### config.mk
export PLATFORM = sky130hd
export DESIGN_NAME = gbc_gamepak_mbc5
export DESIGN_NICKNAME = d
export VERILOG_FILES = /design/src/rtl/gbc_gamepak_pkg.sv /design/src/rtl/gbc_mbc5_regs.sv /design/src/rtl/gbc_gamepak_mbc5.sv
export SDC_FILE = /design/constraint.sdc
export NUM_CORES = 1
export LEC_CHECK = 0
export ABC_AREA = 1
export BUFFER_PORTS_ARGS = -buffer_cell sky130_fd_sc_hd__buf_4
export CAP_MARGIN = 20
export CORE_ASPECT_RATIO = 0.8
export CORE_UTILIZATION = 25
export CTS_BUF_LIST = sky130_fd_sc_hd__clkbuf_4
export CTS_CLUSTER_SIZE = 20
export DETAILED_ROUTE_END_ITERATION = 6
export SETUP_SLACK_MARGIN = 0.15
export SYNTH_ARGS = -nofsm -noshare
export SYNTH_HDL_FRONTEND = slang
export SYNTH_SLANG_ARGS = --single-unit
### constraint.sdc
create_clock -name Clk -period 3.34 [get_ports Clk]
set_input_delay 0 -clock Clk [delete_from_list [all_inputs] [get_ports Clk]]
set_output_delay 0 -clock Clk [all_outputs]
set_load 0.02 [all_outputs]
### src/rtl/gbc_gamepak_pkg.sv
// Shared types and constants for the GamePak MBC5 cartridge mapper.
package gbc_gamepak_pkg;

  typedef enum logic [2:0] {
    RegionRom0,
    RegionRomX,
    RegionVramNone,
    RegionXram,
    RegionOther
  } region_e;

  // Register pages are decoded from the top address bits only.
  localparam logic [2:0] RegRamEnPage   = 3'b000;
  localparam logic [3:0] RegRomLoPage   = 4'h2;
  localparam logic [3:0] RegRomHiPage   = 4'h3;
  localparam logic [2:0] RegRamBankPage = 3'b010;

  localparam logic [7:0] RamEnKey   = 8'h0A;
  localparam logic [7:0] PakOpenBus = 8'hFF;

  function automatic region_e region_of(input logic [15:0] addr);
    region_e r;
    unique casez (addr[15:13])
      3'b00?:  r = RegionRom0;
      3'b01?:  r = RegionRomX;
      3'b100:  r = RegionVramNone;
      3'b101:  r = RegionXram;
      default: r = RegionOther;
    endcase
    return r;
  endfunction

endpackage

### src/rtl/gbc_mbc5_regs.sv
// MBC5 bank/enable registers and the combinational console-to-memory address mapper.
module gbc_mbc5_regs
  import gbc_gamepak_pkg::*;
#(
  parameter int unsigned           ROM_BANK_W    = 9,
  parameter int unsigned           RAM_BANK_W    = 4,
  parameter int unsigned           MEM_AW        = 24,
  parameter logic [ROM_BANK_W-1:0] ROM_BANK_MASK = 9'h1FF
) (
  input  logic              clk,
  input  logic              rst,
  input  logic              pak_reset,
  input  logic              reg_we,
  input  logic [15:0]       reg_addr,
  input  logic [7:0]        reg_data,
  input  logic [15:0]       map_addr,
  input  logic              map_cs,
  output logic [MEM_AW-1:0] mem_addr,
  output logic              hit,
  output logic              ram
);

  logic [ROM_BANK_W-1:0] rom_bank_q;
  logic [RAM_BANK_W-1:0] ram_bank_q;
  logic                  ram_en_q;

  always_ff @(posedge clk or posedge rst) begin
    if (rst) begin
      rom_bank_q <= ROM_BANK_W'(1);
      ram_bank_q <= '0;
      ram_en_q   <= 1'b0;
    end else if (pak_reset) begin
      rom_bank_q <= ROM_BANK_W'(1);
      ram_bank_q <= '0;
      ram_en_q   <= 1'b0;
    end else if (reg_we) begin
      if (reg_addr[15:13] == RegRamEnPage) begin
        ram_en_q <= (reg_data == RamEnKey);
      end else if (reg_addr[15:12] == RegRomLoPage) begin
        rom_bank_q[7:0] <= reg_data;
      end else if (reg_addr[15:12] == RegRomHiPage) begin
        rom_bank_q[ROM_BANK_W-1:8] <= reg_data[ROM_BANK_W-9:0];
      end else if (reg_addr[15:13] == RegRamBankPage) begin
        ram_bank_q <= reg_data[RAM_BANK_W-1:0];
      end
    end
  end

  // Bank 0 is deliberately reachable through the switchable window.
  always_comb begin
    mem_addr = '0;
    hit      = 1'b0;
    ram      = 1'b0;
    unique case (region_of(map_addr))
      RegionRom0: begin
        hit      = 1'b1;
        mem_addr = MEM_AW'(map_addr[13:0]);
      end
      RegionRomX: begin
        hit      = 1'b1;
        mem_addr = MEM_AW'({rom_bank_q & ROM_BANK_MASK, map_addr[13:0]});
      end
      RegionXram: begin
        if (map_cs && ram_en_q) begin
          hit      = 1'b1;
          ram      = 1'b1;
          mem_addr = {1'b1, (MEM_AW-1)'({ram_bank_q, map_addr[12:0]})};
        end
      end
      default: ;
    endcase
  end

endmodule

### src/rtl/gbc_gamepak_mbc5.sv
// MBC5 GamePak responder: bus edge detection, one-deep pending slot and memory request FSM.
module gbc_gamepak_mbc5
  import gbc_gamepak_pkg::*;
#(
  parameter int unsigned           ROM_BANK_W    = 9,
  parameter int unsigned           RAM_BANK_W    = 4,
  parameter int unsigned           MEM_AW        = 24,
  parameter logic [ROM_BANK_W-1:0] ROM_BANK_MASK = 9'h1FF
) (
  input  logic              Clk,
  input  logic              Reset,
  input  logic              PakWrite,
  input  logic              PakRead,
  input  logic              PakCS,
  input  logic [15:0]       PakAddress,
  input  logic [7:0]        PakDIn,
  output logic [7:0]        PakDOut,
  input  logic              PakReset,
  output logic              PakAudio,
  output logic              MemReq,
  output logic              MemWe,
  output logic [MEM_AW-1:0] MemAddr,
  output logic [7:0]        MemWData,
  input  logic [7:0]        MemRData,
  input  logic              MemAck,
  output logic              Busy,
  output logic              Overrun
);

  typedef enum logic {StIdle, StReq} state_e;

  state_e            state_q;
  logic              rd_q, wr_q;
  logic [15:0]       addr_q;
  logic              rd_ev, wr_ev, mem_ev, open_rd;
  logic [MEM_AW-1:0] map_addr;
  logic              map_hit, map_ram;
  logic              pend_q, pend_we_q, discard_q;
  logic [MEM_AW-1:0] pend_addr_q;
  logic [7:0]        pend_wdata_q;

  assign rd_ev    = PakRead && (!rd_q || (PakAddress != addr_q));
  assign wr_ev    = PakWrite && !wr_q;
  // A write event wins over a simultaneous read event.
  assign mem_ev   = !PakReset && (wr_ev ? map_ram : (rd_ev && map_hit));
  assign open_rd  = !PakReset && !wr_ev && rd_ev && !map_hit;
  assign Busy     = (state_q != StIdle);
  assign PakAudio = 1'b0;

  gbc_mbc5_regs #(
    .ROM_BANK_W    (ROM_BANK_W),
    .RAM_BANK_W    (RAM_BANK_W),
    .MEM_AW        (MEM_AW),
    .ROM_BANK_MASK (ROM_BANK_MASK)
  ) u_regs (
    .clk       (Clk),
    .rst       (Reset),
    .pak_reset (PakReset),
    .reg_we    (wr_ev && !PakReset),
    .reg_addr  (PakAddress),
    .reg_data  (PakDIn),
    .map_addr  (PakAddress),
    .map_cs    (PakCS),
    .mem_addr  (map_addr),
    .hit       (map_hit),
    .ram       (map_ram)
  );

  always_ff @(posedge Clk or posedge Reset) begin
    if (Reset) begin
      state_q      <= StIdle;
      rd_q         <= 1'b0;
      wr_q         <= 1'b0;
      addr_q       <= '0;
      pend_q       <= 1'b0;
      pend_we_q    <= 1'b0;
      pend_addr_q  <= '0;
      pend_wdata_q <= '0;
      discard_q    <= 1'b0;
      PakDOut      <= PakOpenBus;
      MemReq       <= 1'b0;
      MemWe        <= 1'b0;
      MemAddr      <= '0;
      MemWData     <= '0;
      Overrun      <= 1'b0;
    end else begin
      rd_q    <= PakRead;
      wr_q    <= PakWrite;
      addr_q  <= PakAddress;
      Overrun <= 1'b0;
      if (open_rd) PakDOut <= PakOpenBus;
      unique case (state_q)
        StIdle: begin
          if (mem_ev) begin
            state_q   <= StReq;
            MemReq    <= 1'b1;
            MemWe     <= wr_ev;
            MemAddr   <= map_addr;
            MemWData  <= PakDIn;
            discard_q <= 1'b0;
          end
        end
        StReq: begin
          if (PakReset) begin
            // In-flight access is allowed to finish but its data is thrown away.
            pend_q <= 1'b0;
            if (MemAck) begin
              state_q <= StIdle;
              MemReq  <= 1'b0;
            end else begin
              discard_q <= 1'b1;
            end
          end else if (MemAck) begin
            if (!MemWe && !discard_q && !open_rd) PakDOut <= MemRData;
            discard_q <= 1'b0;
            if (pend_q) begin
              MemWe        <= pend_we_q;
              MemAddr      <= pend_addr_q;
              MemWData     <= pend_wdata_q;
              pend_q       <= mem_ev;
              pend_we_q    <= wr_ev;
              pend_addr_q  <= map_addr;
              pend_wdata_q <= PakDIn;
            end else if (mem_ev) begin
              MemWe    <= wr_ev;
              MemAddr  <= map_addr;
              MemWData <= PakDIn;
            end else begin
              state_q <= StIdle;
              MemReq  <= 1'b0;
            end
          end else if (mem_ev) begin
            if (pend_q) begin
              Overrun <= 1'b1;
            end else begin
              pend_q       <= 1'b1;
              pend_we_q    <= wr_ev;
              pend_addr_q  <= map_addr;
              pend_wdata_q <= PakDIn;
            end
          end
        end
        default: state_q <= StIdle;
      endcase
    end
  end

endmodule

==> results.py, run 1 <==
metrics = {
    "outcome": {
        "outcome": "finished with violations",
        "violations": "DRC",
    },
    "cts": {
        "cts-hold-fix-buffers": 38,
        "clkTransAtPathRegs_ns": 0.17,
        "post_cts_resized": 0,
        "cts.htree.levels": 3,
        "cts_sinks": 111,
        "clock_tree_from_tritoncts": "built",
        "numCtsBuffers": 9,
        "post_cts_buffers": 0,
        "worstSkewPairLatency_ns": 0.50,
        "clk_root_buffer_cell": "sky130_fd_sc_hd__clkbuf_4",
        "max-clock-path-buffers": 2,
    },
    "sta": {
        "rsz0062_at_grt": "false",
        "min_period_ns": 2.398,
        "maxSlewHeadroom_pct": 34.66,
        "totalNegativeSetupSlack_ns": 0,
        "fin_worst_skew_ns": 0.03483,
        "worst_margin_slew_ns": 0.9787,
        "setup_viol": 0,
        "finalHoldViolations": 0,
        "drv_slew": 0,
        "finalCritPeriodShare_pct": 71.78,
        "clock.fmax_mhz": 417.1,
    },
    "synth": {
        "synth_cells": 708,
        "synth.lib_cells_used.distinct": 32,
        "mappedNetlistNets": 747,
        "synth_seq_cells": 111,
        "post_synth_xor_area_fraction_pct": 0.8096,
        "synthesis.area_per_instance_um2": 7.640,
        "synth-seq-area-share_pct": 51.56,
        "synth_top_family_by_area": "simple AND/OR/NAND/NOR gates",
        "yosys.area_share.adder_pct": 0,
        "yosys.area_share.simple_pct": 32.87,
        "synth.mux.area_fraction_pct": 1.480,
        "synth_enable_flop_cells": 0,
        "synth_compound_gate_area_share_pct": 6.477,
        "syn_area_mm2": 0.005409,
        "synthFlopType": "sky130_fd_sc_hd__dfrtp_1",
        "share_of_async_settable_or_async_resettable_flops_after_synthesis_pct": 100.0,
        "synth.yosys.warnings": 0,
    },
    "place": {
        "dp.cells": 1031,
        "numPortBuffers": 82,
        "place_congestion": 0.8033,
        "dpl.hpwl_um": 10090,
        "detailed_place.area_mm2": 0.006255,
    },
    "power_and_ir_drop": {
        "cellPowerDensity_mw_per_mm2": 559.0,
        "ir_drop_mv": 0.2089,
        "p_total_mw": 3.788,
        "power.leakage_nw": 3.620,
    },
    "critical_path": {
        "end_kind": "flop",
        "timing.setup.critical_path_class": "in -> reg",
        "worst-endpoint-required_ns": 3.72,
        "arrival_worst_endpoint_ns": 2.78,
        "critPathLaunchType": "primary input",
        "critical_path_peak_fanout": 44,
    },
    "floorplanning": {
        "initial_core_util_pct": 25.84,
        "dieArea_mm2": 0.02223,
        "floorplan.die.width_um": 166.5,
        "core_area_mm2": 0.02094,
        "die-height_um": 133.6,
        "ioPinCount": 84,
        "rows": 47,
    },
    "global_routing": {
        "first_global_vias": 4419,
        "number_of_antenna_violations_at_the_first_check_in_global_routing": 0,
        "grt_pass1_wl_um": 24250,
        "pin_count_of_the_biggest_net_entering_global_routing": 60,
        "globalRoute.totalOverflow": 0,
        "groute.usage.overall_pct": 13.85,
    },
    "cells_and_area": {
        "design.final.nets": 850,
        "ff_latch_area_mm2": 0.002789,
        "fillerInstances": 2251,
        "area_grow_syn2layout_pct": 25.28,
        "multiInputGateArea_mm2": 0.002258,
        "final_design_area_no_fill_mm2": 0.006777,
        "drive_gt1_share_pct": 14.95,
        "n_antenna_cell": 0,
        "finish.cell_count_without_fillers": 1085,
        "postLayoutCoreUtil_pct": 32.37,
    },
    "run": {
        "cap_violations": 0,
    },
    "route": {
        "drt-total-wl_um": 14420,
        "detailroute.via_count": 4731,
        "dr.pass1.iters": 7,
        "vias_per_cell": 4.360,
        "drc_errors": 6,
        "detailedRoute.firstIterationViolations": 274,
        "drtAntennaViolNets": 0,
        "routed_wire_length_per_instance_um": 13.29,
    },
    "hold_path": {
        "worstHoldPathType": "in -> reg",
    },
}
-- final timing paths --
check / start / end / slack [ns] / cells after the start
worst max-delay path: PakAddress[13] / discard_q / 0.94 / 13
worst min-delay path: PakWrite / wr_q / 0.15 / 2
worst max register to register: u_regs.ram_en_q / discard_q / 0.98 / 9
worst min register to register: pend_addr_q[13] / pend_addr_q[13] / 0.49 / 2
max in group asynchronous: Reset / u_regs.rom_bank_q[0] / 2.38 / 4
min in group asynchronous: Reset / MemWe / 0.19 / 3
-- placed cells by master, fill, tap and decap left out, types with 4 or more instances in the layout --
cell,Yosys,layout
sky130_fd_sc_hd__buf_4,2,87
sky130_fd_sc_hd__dlygate4sd3_1,0,38
sky130_fd_sc_hd__o21ai_0,32,32
sky130_fd_sc_hd__o21ai_1,10,10
sky130_fd_sc_hd__nand2_1,248,247
sky130_fd_sc_hd__dfstp_2,9,9
sky130_fd_sc_hd__o31ai_1,4,4
sky130_fd_sc_hd__nor2_1,98,98
sky130_fd_sc_hd__dfrtp_1,102,102
sky130_fd_sc_hd__clkbuf_4,0,10
sky130_fd_sc_hd__nand3_1,78,78
sky130_fd_sc_hd__inv_1,51,50
sky130_fd_sc_hd__o21bai_1,8,8
sky130_fd_sc_hd__mux2i_1,8,8
-- report_power, final --
part	internal [mW]	total (mW)	switching (mW)	leakage, nW
sequential	1.66	1.87	0.209	1.42
combinational	0.498	1.21	0.714	2.13
clock	0.241	0.707	0.466	0.0763
-- registers in the layout (all words and copies together), names as in the netlist, 4 cells and up --
signal and flops:
MemAddr 24, pend_addr_q 24, addr_q 16, u_regs.rom_bank_q 9
MemWData 8, PakDOut 8, pend_wdata_q 8, u_regs.ram_bank_q 4
-- through the flow --
| stage | hold slack (ns) | setup WS [ns] |
|---|---|---|
| floorplan | 0.03143 | 0.4242 |
| global placement | 0.1279 | 0.9915 |
| detailed placement | 0.1220 | 0.9266 |
| CTS | 0.1127 | 0.9321 |
| global route | 0.1127 | 0.5894 |
| finish | 0.1506 | 0.9425 |
-- cell usage after synthesis, drive strengths merged, types with 4 or more instances --
| cell type | n | area [um^2] |
|---|---|---|
| o21ai | 43 | 219.0 |
| o21bai | 8 | 60.06 |
| buf | 15 | 97.58 |
| mux2i | 8 | 80.08 |
| nor2 | 98 | 367.9 |
| clkbuf | 19 | 71.32 |
| nand3 | 80 | 410.4 |
| inv | 52 | 195.2 |
| dfrtp | 102 | 2552 |
| nand2 | 251 | 954.7 |
| dfstp | 9 | 236.5 |
| o31ai | 4 | 30.03 |
-- routing by layer --
metal  part of all wire, %  track usage, %  up-vias
met1                    51           20.47     2159
met2                    42           20.42      125
li1                      -               -     2441
met5                     0               0        -
met4                  0.35           2.469        0
met3                   5.8           3.446        6
-- layout make-up --
type / count / share of cell area (%)
Tap cell: 269 / 4.967
Clock buffer: 10 / 1.108
Timing Repair Buffer: 126 / 15.55
Clock inverter: 6 / 0.9786
Sequential cell: 111 / 41.16
Multi-Input combinational cell: 511 / 33.33
Inverter: 52 / 2.917
-- kinds of logic after synthesis --
family,Yosys count
AOI/OAI and AO/OA,61
xor gates and xnor gates,5
buffers and inverters,86
DFF,111
muxes,8
other,1
and+or+nand+nor,436
-- critical path: stages --
cell and delay (ns):
sky130_fd_sc_hd__dlygate4sd3_1 0.52, sky130_fd_sc_hd__buf_4 0.12, sky130_fd_sc_hd__inv_1 0.10, sky130_fd_sc_hd__nor3_2 0.19
sky130_fd_sc_hd__nand3_2 0.19, sky130_fd_sc_hd__nand2_1 0.21, sky130_fd_sc_hd__nand3_2 0.11, sky130_fd_sc_hd__nand2_4 0.26
sky130_fd_sc_hd__nand2_2 0.55, sky130_fd_sc_hd__nand2_1 0.23, sky130_fd_sc_hd__o21ai_0 0.11, sky130_fd_sc_hd__nand2_1 0.07
sky130_fd_sc_hd__o21ai_0 0.07
Power figures use the tool's default switching activity.
==> inputs of run 2 (changes only) <==
clock period = 2.2 ns   (was 3.34 ns; I/O delays follow)
==> run 2 against run 1 <==
Net effect:
- the run still ends with DRC left
- routed wire length increased by 3.8%
- cell count increased by 0.83%
- core utilization grew 0.57 points
- largest cell class unchanged
- design area up 1.8%
- sequential cell count stayed put
- first-iteration DRC count is 47% higher
==> results.py, run 2 (same netlist as run 1, synthesis figures left out) <==
metrics = {
    "global_routing": {
        "grt_pass1_wl_um": 24090,
        "pin_count_of_the_biggest_net_entering_global_routing": 112,
        "globalRoute.totalOverflow": 0,
        "number_of_antenna_violations_at_the_first_check_in_global_routing": 0,
        "first_global_vias": 4469,
        "groute.usage.overall_pct": 13.79,
    },
    "sta": {
        "min_period_ns": 1.871,
        "totalNegativeSetupSlack_ns": 0,
        "worst_hold_slack_after_final_layout_ns": 0.1515,
        "fin_worst_skew_ns": 0.02928,
        "maxSlewHeadroom_pct": 56.19,
        "clock.fmax_mhz": 534.5,
        "finalCritPeriodShare_pct": 85.05,
        "worst_margin_slew_ns": 0.6503,
        "setup_viol": 0,
        "rsz0062_at_grt": "true",
        "finalHoldViolations": 0,
        "drv_slew": 0,
    },
    "cts": {
        "clk_root_buffer_cell": "sky130_fd_sc_hd__clkbuf_4",
        "numCtsBuffers": 9,
        "clkTransAtPathRegs_ns": 0.18,
        "worstSkewPairLatency_ns": 0.50,
        "cts.htree.levels": 3,
        "clock_tree_from_tritoncts": "built",
        "cts_sinks": 111,
        "max-clock-path-buffers": 2,
    },
    "critical_path": {
        "worst-endpoint-required_ns": 2.60,
        "critPathLaunchType": "primary input",
        "rr_startpoint": "addr_q[7]",
        "crit-reg2reg-capture": "MemReq",
        "r2r_slack_ns": 0.38,
        "critical_path_peak_fanout": 22,
        "arrival_worst_endpoint_ns": 2.28,
        "timing.setup.critical_path_class": "in -> reg",
        "worst-r2r-cell-count": 13,
        "end_kind": "flop",
    },
    "power_and_ir_drop": {
        "cellPowerDensity_mw_per_mm2": 832.4,
        "p_int_mw": 3.638,
        "power_frac_comb_pct": 32.7,
        "net-switching-power_mw": 2.103,
        "power_switching_share_pct": 36.63,
        "clockPowerShare_pct": 18.0,
        "ir_drop_mv": 0.3032,
        "power.leakage_nw": 3.683,
        "p_total_mw": 5.741,
        "p_seq_share_pct": 49.3,
    },
    "cells_and_area": {
        "leading_cell_types_in_the_layout_fill_and_taps_excluded": "247 x sky130_fd_sc_hd__nand2_1, 102 x sky130_fd_sc_hd__dfrtp_1, 98 x sky130_fd_sc_hd__nor2_1",
        "fillerInstances": 2213,
        "layout_commonest_cell": "sky130_fd_sc_hd__nand2_1",
        "reg.largest.list": "MemAddr: 24 flops, pend_addr_q: 24 flops, addr_q: 16 flops",
        "n_antenna_cell": 0,
        "area_grow_syn2layout_pct": 27.50,
        "design.final.nets": 860,
        "drive_gt1_share_pct": 15.76,
    },
    "hold_path": {
        "worstHoldPathType": "in -> reg",
        "hold_end": "addr_q[5]",
        "holdCritStartpoint": "PakAddress[5]",
        "worst_hold_path.num_cells": 2,
    },
    "route": {
        "dr.pass1.iters": 7,
        "detailroute.via_count": 4743,
        "vias_per_cell": 4.335,
        "routed_wire_length_per_instance_um": 13.68,
        "drtAntennaViolNets": 0,
        "detailedRoute.firstIterationViolations": 403,
        "drt-total-wl_um": 14970,
        "drc_errors": 3,
    },
    "run": {
        "cap_violations": 0,
    },
    "place": {
        "place_congestion": 0.7776,
        "numPortBuffers": 82,
        "dpl.hpwl_um": 10280,
    },
    "floorplanning": {
        "core_area_mm2": 0.02094,
        "initial_core_util_pct": 25.84,
        "rows": 47,
        "die-height_um": 133.6,
        "dieArea_mm2": 0.02223,
        "floorplan.die.width_um": 166.5,
        "ioPinCount": 84,
    },
    "outcome": {
        "violations": "DRC",
        "outcome": "finished with violations",
    },
}
==> run 2: cell count changes in the layout (fill, tap and decap cells not counted), moves of 2 or more <==
cell	before	now
sky130_fd_sc_hd__buf_12	1	3
sky130_fd_sc_hd__buf_4	87	92
sky130_fd_sc_hd__buf_6	0	2
sky130_fd_sc_hd__clkinv_4	0	2
==> run 2: worst max-delay path by stage <==
stage              startpoint         endpoint  slack (ns)
6_report       PakAddress[13]      MemAddr[14]        0.33
5_1_grt             addr_q[5]           pend_q        0.14
4_1_cts             addr_q[7]   pend_addr_q[9]        0.33
3_5_place_dp   PakAddress[13]  pend_addr_q[10]        0.33
3_3_place_gp       addr_q[11]   pend_addr_q[6]        0.40
2_1_floorplan            Busy       MemAddr[0]        0.56
==> run 2: metal layers <==
metal  part of all wire, %  GRT usage, %  vias up
li1                      -             -     2463
met1                    52         20.02     2167
met2                    43         20.28      106
met3                   4.6         3.922        7
met4                  0.41         2.675        0
met5                     0             0        -
==> run 2: what timing repair did <==
item / 4_1_cts / 5_1_grt
buffers inserted: 0 / 0
endpoints found under the hold margin: 188 / 0
hold buffers: 38 / 0
setup endpoints to repair: 0 / 17
resized for setup: 0 / 3
==> run 2: power by group through the flow <==
| stage | sequential, mW | clock [mW] | combinational (mW) |
|---|---|---|---|
| after floorplan | 3.13 | 0 | 0.792 |
| after global placement | 2.87 | 0 | 1.81 |
| after detailed placement | 2.88 | 0 | 1.84 |
| after CTS | 2.83 | 1.08 | 1.90 |
| after global routing | 2.90 | 1.16 | 2.10 |
| final | 2.83 | 1.03 | 1.88 |
==> run 2: final cells by class <==
type | instances | area, um^2 | share of cell area (%)
Clock buffer | 9 | 67.56 | 0.9797
Clock inverter | 6 | 62.56 | 0.9071
Inverter | 52 | 198.9 | 2.885
Multi-Input combinational cell | 511 | 2263 | 32.82
Sequential cell | 111 | 2789 | 40.44
Tap cell | 269 | 336.6 | 4.880
Timing Repair Buffer | 136 | 1179 | 17.09
==> run 2: critical path, stage by stage <==
cell	delay, ns
sky130_fd_sc_hd__dlygate4sd3_1	0.52
sky130_fd_sc_hd__buf_4	0.12
sky130_fd_sc_hd__inv_1	0.10
sky130_fd_sc_hd__nor3_2	0.19
sky130_fd_sc_hd__nand3_2	0.20
sky130_fd_sc_hd__nand2_1	0.21
sky130_fd_sc_hd__nand3_2	0.12
sky130_fd_sc_hd__nand2_4	0.18
sky130_fd_sc_hd__nand2_4	0.10
sky130_fd_sc_hd__clkbuf_16	0.21
sky130_fd_sc_hd__nand2_1	0.07
sky130_fd_sc_hd__nand2_1	0.05
sky130_fd_sc_hd__o21bai_1	0.13
sky130_fd_sc_hd__nand2_1	0.06
==> run 2: through the flow <==
| stage | util, % | setup slack, ns | area [um^2] | cells |
|---|---|---|---|---|
| global route | 32.94 | 0.1414 | 6897 | 1094 |
| CTS | 32.76 | 0.3258 | 6859 | 1093 |
| finish | 32.94 | 0.3290 | 6897 | 1094 |
| floorplan | - | 0.5573 | 5413 | 708 |
| global placement | 30.33 | 0.4000 | 6349 | 1040 |
| detailed placement | 30.33 | 0.3289 | 6349 | 1040 |
